### config.mk
export PLATFORM = sky130hd
export DESIGN_NAME = reg_wb_arbiter_flat
export DESIGN_NICKNAME = d
export VERILOG_FILES = /design/src/rtl/reg_wb_arbiter_if.sv /design/src/rtl/reg_wb_arbiter.sv /design/src/flat_wrapper.sv
export SDC_FILE = /design/constraint.sdc
export NUM_CORES = 1
export LEC_CHECK = 0
export BUFFER_PORTS_ARGS = -buffer_cell sky130_fd_sc_hd__buf_2
export CAP_MARGIN = 20
export CORE_ASPECT_RATIO = 1.25
export CORE_MARGIN = 4
export CORE_UTILIZATION = 49
export DETAILED_ROUTE_END_ITERATION = 7
export GPL_TIMING_DRIVEN = 0
export HOLD_SLACK_MARGIN = 0.1
export PLACE_DENSITY = 0.92
export SLEW_MARGIN = 20
export SYNTH_ARGS = -nofsm -noshare
export SYNTH_HDL_FRONTEND = slang
export SYNTH_SLANG_ARGS = --single-unit
### constraint.sdc
create_clock -name clk -period 1.9 [get_ports clk]
set_input_delay 0.095 -clock clk [delete_from_list [all_inputs] [get_ports clk]]
set_output_delay 0.095 -clock clk [all_outputs]
set_load 0.01 [all_outputs]
### src/rtl/reg_wb_arbiter_if.sv
// reg_wb_arbiter_if -- bundles the write-back, issue, read-hazard and
// register-file write-port signals of reg_wb_arbiter.
//
// Signals (direction as seen by the arbiter, modport slave):
//   wb0_valid/wb0_rd/wb0_data  in   requester 0 (ALU) write-back request
//   wb0_ready                  out  requester 0 accepted this cycle
//   wb1_valid/wb1_rd/wb1_data  in   requester 1 (load unit) write-back request
//   wb1_ready                  out  requester 1 accepted this cycle
//   iss_valid/iss_rd           in   issue of an instruction writing iss_rd
//   iss_ready                  out  issue accepted this cycle
//   ra/rb                      in   register file read addresses
//   hz_a/hz_b                  out  read hazard on ra/rb
//   fwd_a/fwd_b                out  operand taken from fwd_data
//   fwd_data                   out  forwarded write data
//   rf_we/rf_rw/rf_busw        out  register file write port
// modport master is the requester/consumer side.
interface reg_wb_arbiter_if;
  logic        wb0_valid;
  logic [4:0]  wb0_rd;
  logic [31:0] wb0_data;
  logic        wb0_ready;
  logic        wb1_valid;
  logic [4:0]  wb1_rd;
  logic [31:0] wb1_data;
  logic        wb1_ready;
  logic        iss_valid;
  logic [4:0]  iss_rd;
  logic        iss_ready;
  logic [4:0]  ra;
  logic [4:0]  rb;
  logic        hz_a;
  logic        hz_b;
  logic        fwd_a;
  logic        fwd_b;
  logic [31:0] fwd_data;
  logic        rf_we;
  logic [4:0]  rf_rw;
  logic [31:0] rf_busw;

  modport master (
    output wb0_valid, wb0_rd, wb0_data, wb1_valid, wb1_rd, wb1_data,
           iss_valid, iss_rd, ra, rb,
    input  wb0_ready, wb1_ready, iss_ready, hz_a, hz_b, fwd_a, fwd_b,
           fwd_data, rf_we, rf_rw, rf_busw
  );

  modport slave (
    input  wb0_valid, wb0_rd, wb0_data, wb1_valid, wb1_rd, wb1_data,
           iss_valid, iss_rd, ra, rb,
    output wb0_ready, wb1_ready, iss_ready, hz_a, hz_b, fwd_a, fwd_b,
           fwd_data, rf_we, rf_rw, rf_busw
  );
endinterface

### src/rtl/reg_wb_arbiter.sv
// reg_wb_arbiter -- two-requester round-robin arbiter for a single
// register-file write port, with a 32-entry busy scoreboard that gates
// issue (WAW) and flags read hazards.
//
// Ports:
//   clk   in  single clock, all state on posedge
//   rst   in  synchronous active-high reset
//   bus   reg_wb_arbiter_if.slave (see interface file for signal list)
// Parameter:
//   RR_INIT  requester preferred first after reset when both request
// Optional feature:
//   WB_BYPASS_EN  when defined, a read address matching the write in
//                 progress is forwarded from fwd_data and not flagged
//                 as a hazard.
module reg_wb_arbiter #(
  parameter bit RR_INIT = 1'b0
) (
  input logic            clk,
  input logic            rst,
  reg_wb_arbiter_if.slave bus
);

  logic        ptr_q,     ptr_d;
  logic [31:0] busy_q,    busy_d;
  logic        rf_we_q,   rf_we_d;
  logic [4:0]  rf_rw_q,   rf_rw_d;
  logic [31:0] rf_busw_q, rf_busw_d;

  logic        grant0, grant1, iss_acc;
  logic        byp_a, byp_b;

  always_comb begin
    // ptr_q selects the requester that wins a two-way conflict.
    grant0 = !rst && bus.wb0_valid && (!bus.wb1_valid || !ptr_q);
    grant1 = !rst && bus.wb1_valid && (!bus.wb0_valid ||  ptr_q);
    iss_acc = !rst && bus.iss_valid &&
              (!busy_q[bus.iss_rd] || (bus.iss_rd == 5'd0));

    ptr_d = ptr_q;
    if (bus.wb0_valid && bus.wb1_valid) ptr_d = ~ptr_q;

    rf_we_d   = 1'b0;
    rf_rw_d   = rf_rw_q;
    rf_busw_d = rf_busw_q;
    if (grant0) begin
      rf_we_d   = (bus.wb0_rd != 5'd0);
      rf_rw_d   = bus.wb0_rd;
      rf_busw_d = bus.wb0_data;
    end else if (grant1) begin
      rf_we_d   = (bus.wb1_rd != 5'd0);
      rf_rw_d   = bus.wb1_rd;
      rf_busw_d = bus.wb1_data;
    end

    // Clear first so that a same-cycle issue to the same register wins.
    busy_d = busy_q;
    if (rf_we_q) busy_d[rf_rw_q] = 1'b0;
    if (iss_acc && (bus.iss_rd != 5'd0)) busy_d[bus.iss_rd] = 1'b1;

`ifdef WB_BYPASS_EN
    byp_a = rf_we_q && (rf_rw_q == bus.ra) && (bus.ra != 5'd0);
    byp_b = rf_we_q && (rf_rw_q == bus.rb) && (bus.rb != 5'd0);
`else
    byp_a = 1'b0;
    byp_b = 1'b0;
`endif
  end

  always_ff @(posedge clk) begin
    if (rst) begin
      ptr_q     <= RR_INIT;
      busy_q    <= '0;
      rf_we_q   <= 1'b0;
      rf_rw_q   <= '0;
      rf_busw_q <= '0;
    end else begin
      ptr_q     <= ptr_d;
      busy_q    <= busy_d;
      rf_we_q   <= rf_we_d;
      rf_rw_q   <= rf_rw_d;
      rf_busw_q <= rf_busw_d;
    end
  end

  assign bus.wb0_ready = grant0;
  assign bus.wb1_ready = grant1;
  assign bus.iss_ready = iss_acc;
  assign bus.hz_a      = busy_q[bus.ra] && (bus.ra != 5'd0) && !byp_a;
  assign bus.hz_b      = busy_q[bus.rb] && (bus.rb != 5'd0) && !byp_b;
  assign bus.fwd_a     = byp_a;
  assign bus.fwd_b     = byp_b;
  assign bus.fwd_data  = rf_busw_q;
  assign bus.rf_we     = rf_we_q;
  assign bus.rf_rw     = rf_rw_q;
  assign bus.rf_busw   = rf_busw_q;

endmodule

### src/flat_wrapper.sv
// flat-port wrapper written by rule: the top's interface ports become plain ports
module reg_wb_arbiter_flat 
#(
  parameter bit RR_INIT = 1'b0
)
  (clk, rst, bus_wb0_valid, bus_wb0_rd, bus_wb0_data, bus_wb1_valid, bus_wb1_rd, bus_wb1_data, bus_iss_valid, bus_iss_rd, bus_ra, bus_rb, bus_wb0_ready, bus_wb1_ready, bus_iss_ready, bus_hz_a, bus_hz_b, bus_fwd_a, bus_fwd_b, bus_fwd_data, bus_rf_we, bus_rf_rw, bus_rf_busw);
  reg_wb_arbiter_if bus_i ();
  input logic clk;
  input logic rst;
  input wire logic [$bits(bus_i.wb0_valid)-1:0] bus_wb0_valid;
  input wire logic [$bits(bus_i.wb0_rd)-1:0] bus_wb0_rd;
  input wire logic [$bits(bus_i.wb0_data)-1:0] bus_wb0_data;
  input wire logic [$bits(bus_i.wb1_valid)-1:0] bus_wb1_valid;
  input wire logic [$bits(bus_i.wb1_rd)-1:0] bus_wb1_rd;
  input wire logic [$bits(bus_i.wb1_data)-1:0] bus_wb1_data;
  input wire logic [$bits(bus_i.iss_valid)-1:0] bus_iss_valid;
  input wire logic [$bits(bus_i.iss_rd)-1:0] bus_iss_rd;
  input wire logic [$bits(bus_i.ra)-1:0] bus_ra;
  input wire logic [$bits(bus_i.rb)-1:0] bus_rb;
  output wire logic [$bits(bus_i.wb0_ready)-1:0] bus_wb0_ready;
  output wire logic [$bits(bus_i.wb1_ready)-1:0] bus_wb1_ready;
  output wire logic [$bits(bus_i.iss_ready)-1:0] bus_iss_ready;
  output wire logic [$bits(bus_i.hz_a)-1:0] bus_hz_a;
  output wire logic [$bits(bus_i.hz_b)-1:0] bus_hz_b;
  output wire logic [$bits(bus_i.fwd_a)-1:0] bus_fwd_a;
  output wire logic [$bits(bus_i.fwd_b)-1:0] bus_fwd_b;
  output wire logic [$bits(bus_i.fwd_data)-1:0] bus_fwd_data;
  output wire logic [$bits(bus_i.rf_we)-1:0] bus_rf_we;
  output wire logic [$bits(bus_i.rf_rw)-1:0] bus_rf_rw;
  output wire logic [$bits(bus_i.rf_busw)-1:0] bus_rf_busw;
  assign bus_i.wb0_valid = bus_wb0_valid;
  assign bus_i.wb0_rd = bus_wb0_rd;
  assign bus_i.wb0_data = bus_wb0_data;
  assign bus_i.wb1_valid = bus_wb1_valid;
  assign bus_i.wb1_rd = bus_wb1_rd;
  assign bus_i.wb1_data = bus_wb1_data;
  assign bus_i.iss_valid = bus_iss_valid;
  assign bus_i.iss_rd = bus_iss_rd;
  assign bus_i.ra = bus_ra;
  assign bus_i.rb = bus_rb;
  assign bus_wb0_ready = bus_i.wb0_ready;
  assign bus_wb1_ready = bus_i.wb1_ready;
  assign bus_iss_ready = bus_i.iss_ready;
  assign bus_hz_a = bus_i.hz_a;
  assign bus_hz_b = bus_i.hz_b;
  assign bus_fwd_a = bus_i.fwd_a;
  assign bus_fwd_b = bus_i.fwd_b;
  assign bus_fwd_data = bus_i.fwd_data;
  assign bus_rf_we = bus_i.rf_we;
  assign bus_rf_rw = bus_i.rf_rw;
  assign bus_rf_busw = bus_i.rf_busw;
  reg_wb_arbiter #(.RR_INIT(RR_INIT)) u_core (.clk(clk), .rst(rst), .bus(bus_i));
endmodule
==> results.md <==
- Worst-Margin Slew: about 0.61 ns
- Iter 0 DRT Violations: between 400 and 500
- Leakage power: 2.62 nW
- Avg Synthesized Cell Area: 9.19 um2
- Clock buffer depth: 2
- Via count: ~4,700
- Worst R2R Setup Slack: 0.15 ns
- Final hold violations: 0
- CTS buffer count: 9
- Crit path time final: 2.15 ns
- Synth-to-layout area growth: 42.9%
- Routability cong.: 1.06
- Full die area: 10,200 um2
- Share of layout cells above drive strength 1: about two fifths
- Post-synthesis cell count: 462
- Yosys Warn Count: 0
- Post-Route WL: 16.2 mm
- Antenna Nets Post-Route: 0
- Setup crit end kind: output pin
- I/O Buffers: 162
- R2R cell count: 6
- Netlist area before placement: 4240 um2
- Hold Path Sink: u_core.bus.fwd_data[19]
- Die span in x: roughly 90 um
- Slew HR: 59.7%
- Critical path required time: 1.80 ns
- Slowest cell on the critical path: mux4_2
- Ports: 171
- Crit path buf inv count: 1
- Slowest stage delay, CP: 0.48 ns
- WS Path Type: reg2out
- Clock Root Buffer: clkbuf_8
- First drt pass iteration count: 5
- Reg power frac: 43.4%
- Register area share after synthesis: approximately a third
- Antenna violations before repair: 0
- Max Cap Viol: 0
- F_max: 465 MHz
- TritonCTS sink count: slightly above 70
- Initial Util: 50.9%
- Final worst setup slack: -0.251 ns
- Most frequent cells in the layout: 170 x buf_2, 61 x dlygate4sd3_1, 53 x dfxtp_1
- Outcome: finished, violations left
- RSZ-0062 raised after global routing: yes
- Skew-Pair Late Insertion Delay: 0.36 ns
- Most common cell after layout, fill and taps aside: buf_2
- Crit path max-delay family: multiplexers
- Cell-internal power: 0.00267 W
- Worst reg2reg endpoint: u_core.bus.fwd_data[4]
- Crit-path max FO: 4
- Critical Path AT: between 2 and 2.5 ns
- Cells along the critical path: mux4_2 -> mux4_2 -> mux2_4 -> buf_6
- Cell variety after synth: 33
- Final worst-path cycle share: 113%
- Worst r2r src: u_core.ptr_q
- Power share of the clock group: 32.1%
- HPWL Detailed: between 10 and 15 mm
- Switch share: 29.5%
- CTS tree: done
- Yosys reg bits: 71
- Core Util, Final: 72.8%
- Clock Skews: 0.00998 ns
- Vias/cell: 5.92
- Comb pwr share: 24.5%
- Largest net degree at the start of global routing: 13
- Row count: 37
- Gr ovfl total: 0
- Core area: 8330 um2
- Tot Pwr: 0.00379 W
- Depth of the CTS H-tree: 3
- VDD IR max: 428 uV
- Clock slew at reported path FFs: 0.08 ns
- Setup Fix Bufs, Post-CTS: 0
- Hold crit path type: in2reg
- Global-route wire length before repair: 25.7 mm
- Nature of the critical path startpoint: flip-flop
- GR Util All Layers: about a third
- Drt wl/cell: 20.3 um
- Hold Startpoint: bus_wb1_data[19]
- Vias in the first global route: 4,849
- Failing checks: negative setup slack
- Final max-slew violation count: 0
- DRC errors left: 0
- Minimum hold slack: 0.0946 ns
- Endpoints failing setup: 2
- Nets: ~800
- Power Density: 624 nW/um2
- Crit path top cell by count: mux4_2
- Hold path depth: 3
- Chip Height: approximately 110 um
- NetSw: between 0.001 and 0.0015 W
-- kinds of logic (layout without fill, tap and decap cells) --
group,Yosys count,count (layout),synth area share (%)
AO/OA/AOI/OAI,104,104,16.4
XOR/XNOR,1,1,0.206
buffers and inverters,73,311,9.82
flip-flops,71,71,33.5
multiplexers,75,75,23.1
other,1,4,0.0884
AND/OR/NAND/NOR,137,137,16.9
-- cells in the mapped netlist (all sizes together) --
master  number  share of area [%]
dfxtp       71                 33
mux2i       52                 12
buf         47                7.5
nor2        47                4.2
a211oi      37                6.5
o21ai       28                3.3
o31ai       26                4.6
nand2       25                2.2
clkbuf      24                2.2
nand3b      21                3.7
mux4        18                9.6
nor2b       17                2.5
a21oi        5               0.59
mux2         5                1.3
o22ai        5               0.74
nand2b       4               0.59
nor3b        4               0.71
or2          4               0.59
or3b         4               0.83
nand3        3               0.35
inv          2               0.18
nor3         2               0.24
o32ai        2               0.41
or3          2               0.29
or4          2               0.35
and3         1               0.15
conb         1              0.088
nand4b       1               0.21
o21bai       1               0.18
xor2         1               0.21
-- metal layers --
metal	share of wire, %	GRT usage, %
met5	0	0
met3	9.9	6.64
met1	36	37.6
met2	49	53.1
met4	5.3	18.4
-- through the flow --
step | setup TNS [ns] | worst slack [ns] | area, um2 | instances
3_5_place_dp | -0.251 | -0.137 | 5180 | 722
6_report | -0.481 | -0.251 | 6060 | 800
3_3_place_gp | -0.184 | -0.104 | 5180 | 722
5_1_grt | -0.610 | -0.273 | 6060 | 798
2_1_floorplan | 0 | 0.217 | 4250 | 463
4_1_cts | -0.491 | -0.254 | 6040 | 799
-- worst reg2reg max path, delay by kind of cell, from the launching register on --
family,cells,cell delay (ns)
buffers and inverters,2,0.63
and+or+nand+nor,1,0.11
DFF,1,0.36
muxes,1,0.27
AOI/OAI and AO/OA,2,0.24
-- flip-flops by register name, indices dropped and copies added (netlist names) --
name	cells
u_core.busy_q	32
u_core.bus.rf_rw	5
u_core.bus.rf_we	1
u_core.bus.fwd_data	32
u_core.ptr_q	1
-- what timing repair did --
action	CTS	global route
setup endpoints to repair	4	14
hold endpoints to repair	39	0
hold buffers	62	0
gates resized for setup	18	17
pin swaps	4	2
-- cell type report --
class	instances	area (um2)
antenna	2	5.00
buffer	70	413
clock buffer	13	149
clock inverter	3	42.5
fill	587	2270
inverter	2	7.51
multi-input combinational	319	2450
sequential	71	1440
tap	97	121
timing repair buffer	223	1430
-- worst max-delay path by stage --
stage,from,end,slack (ns),depth (start not counted)
6_report,u_core.busy_q[31],bus_hz_a,-0.25,4
5_1_grt,u_core.busy_q[7],bus_hz_a,-0.27,4
4_1_cts,u_core.busy_q[31],bus_hz_a,-0.25,4
3_5_place_dp,bus_ra[1],bus_hz_a,-0.14,7
3_3_place_gp,bus_rb[1],bus_hz_b,-0.10,7
2_1_floorplan,bus_ra[1],bus_hz_a,0.22,6
-- power groups by stage --
stage,Clock (W),Sequential (W),Combinational [W]
CTS,0.00122,0.00164,0.000895
finish,0.00122,0.00164,0.000929
detailed placement,0,0.00167,0.000783
global route,0.00127,0.00165,0.000995
floorplan,0,0.00168,0.000435
global placement,0,0.00166,0.000768
Power figures use the tool's default switching activity.
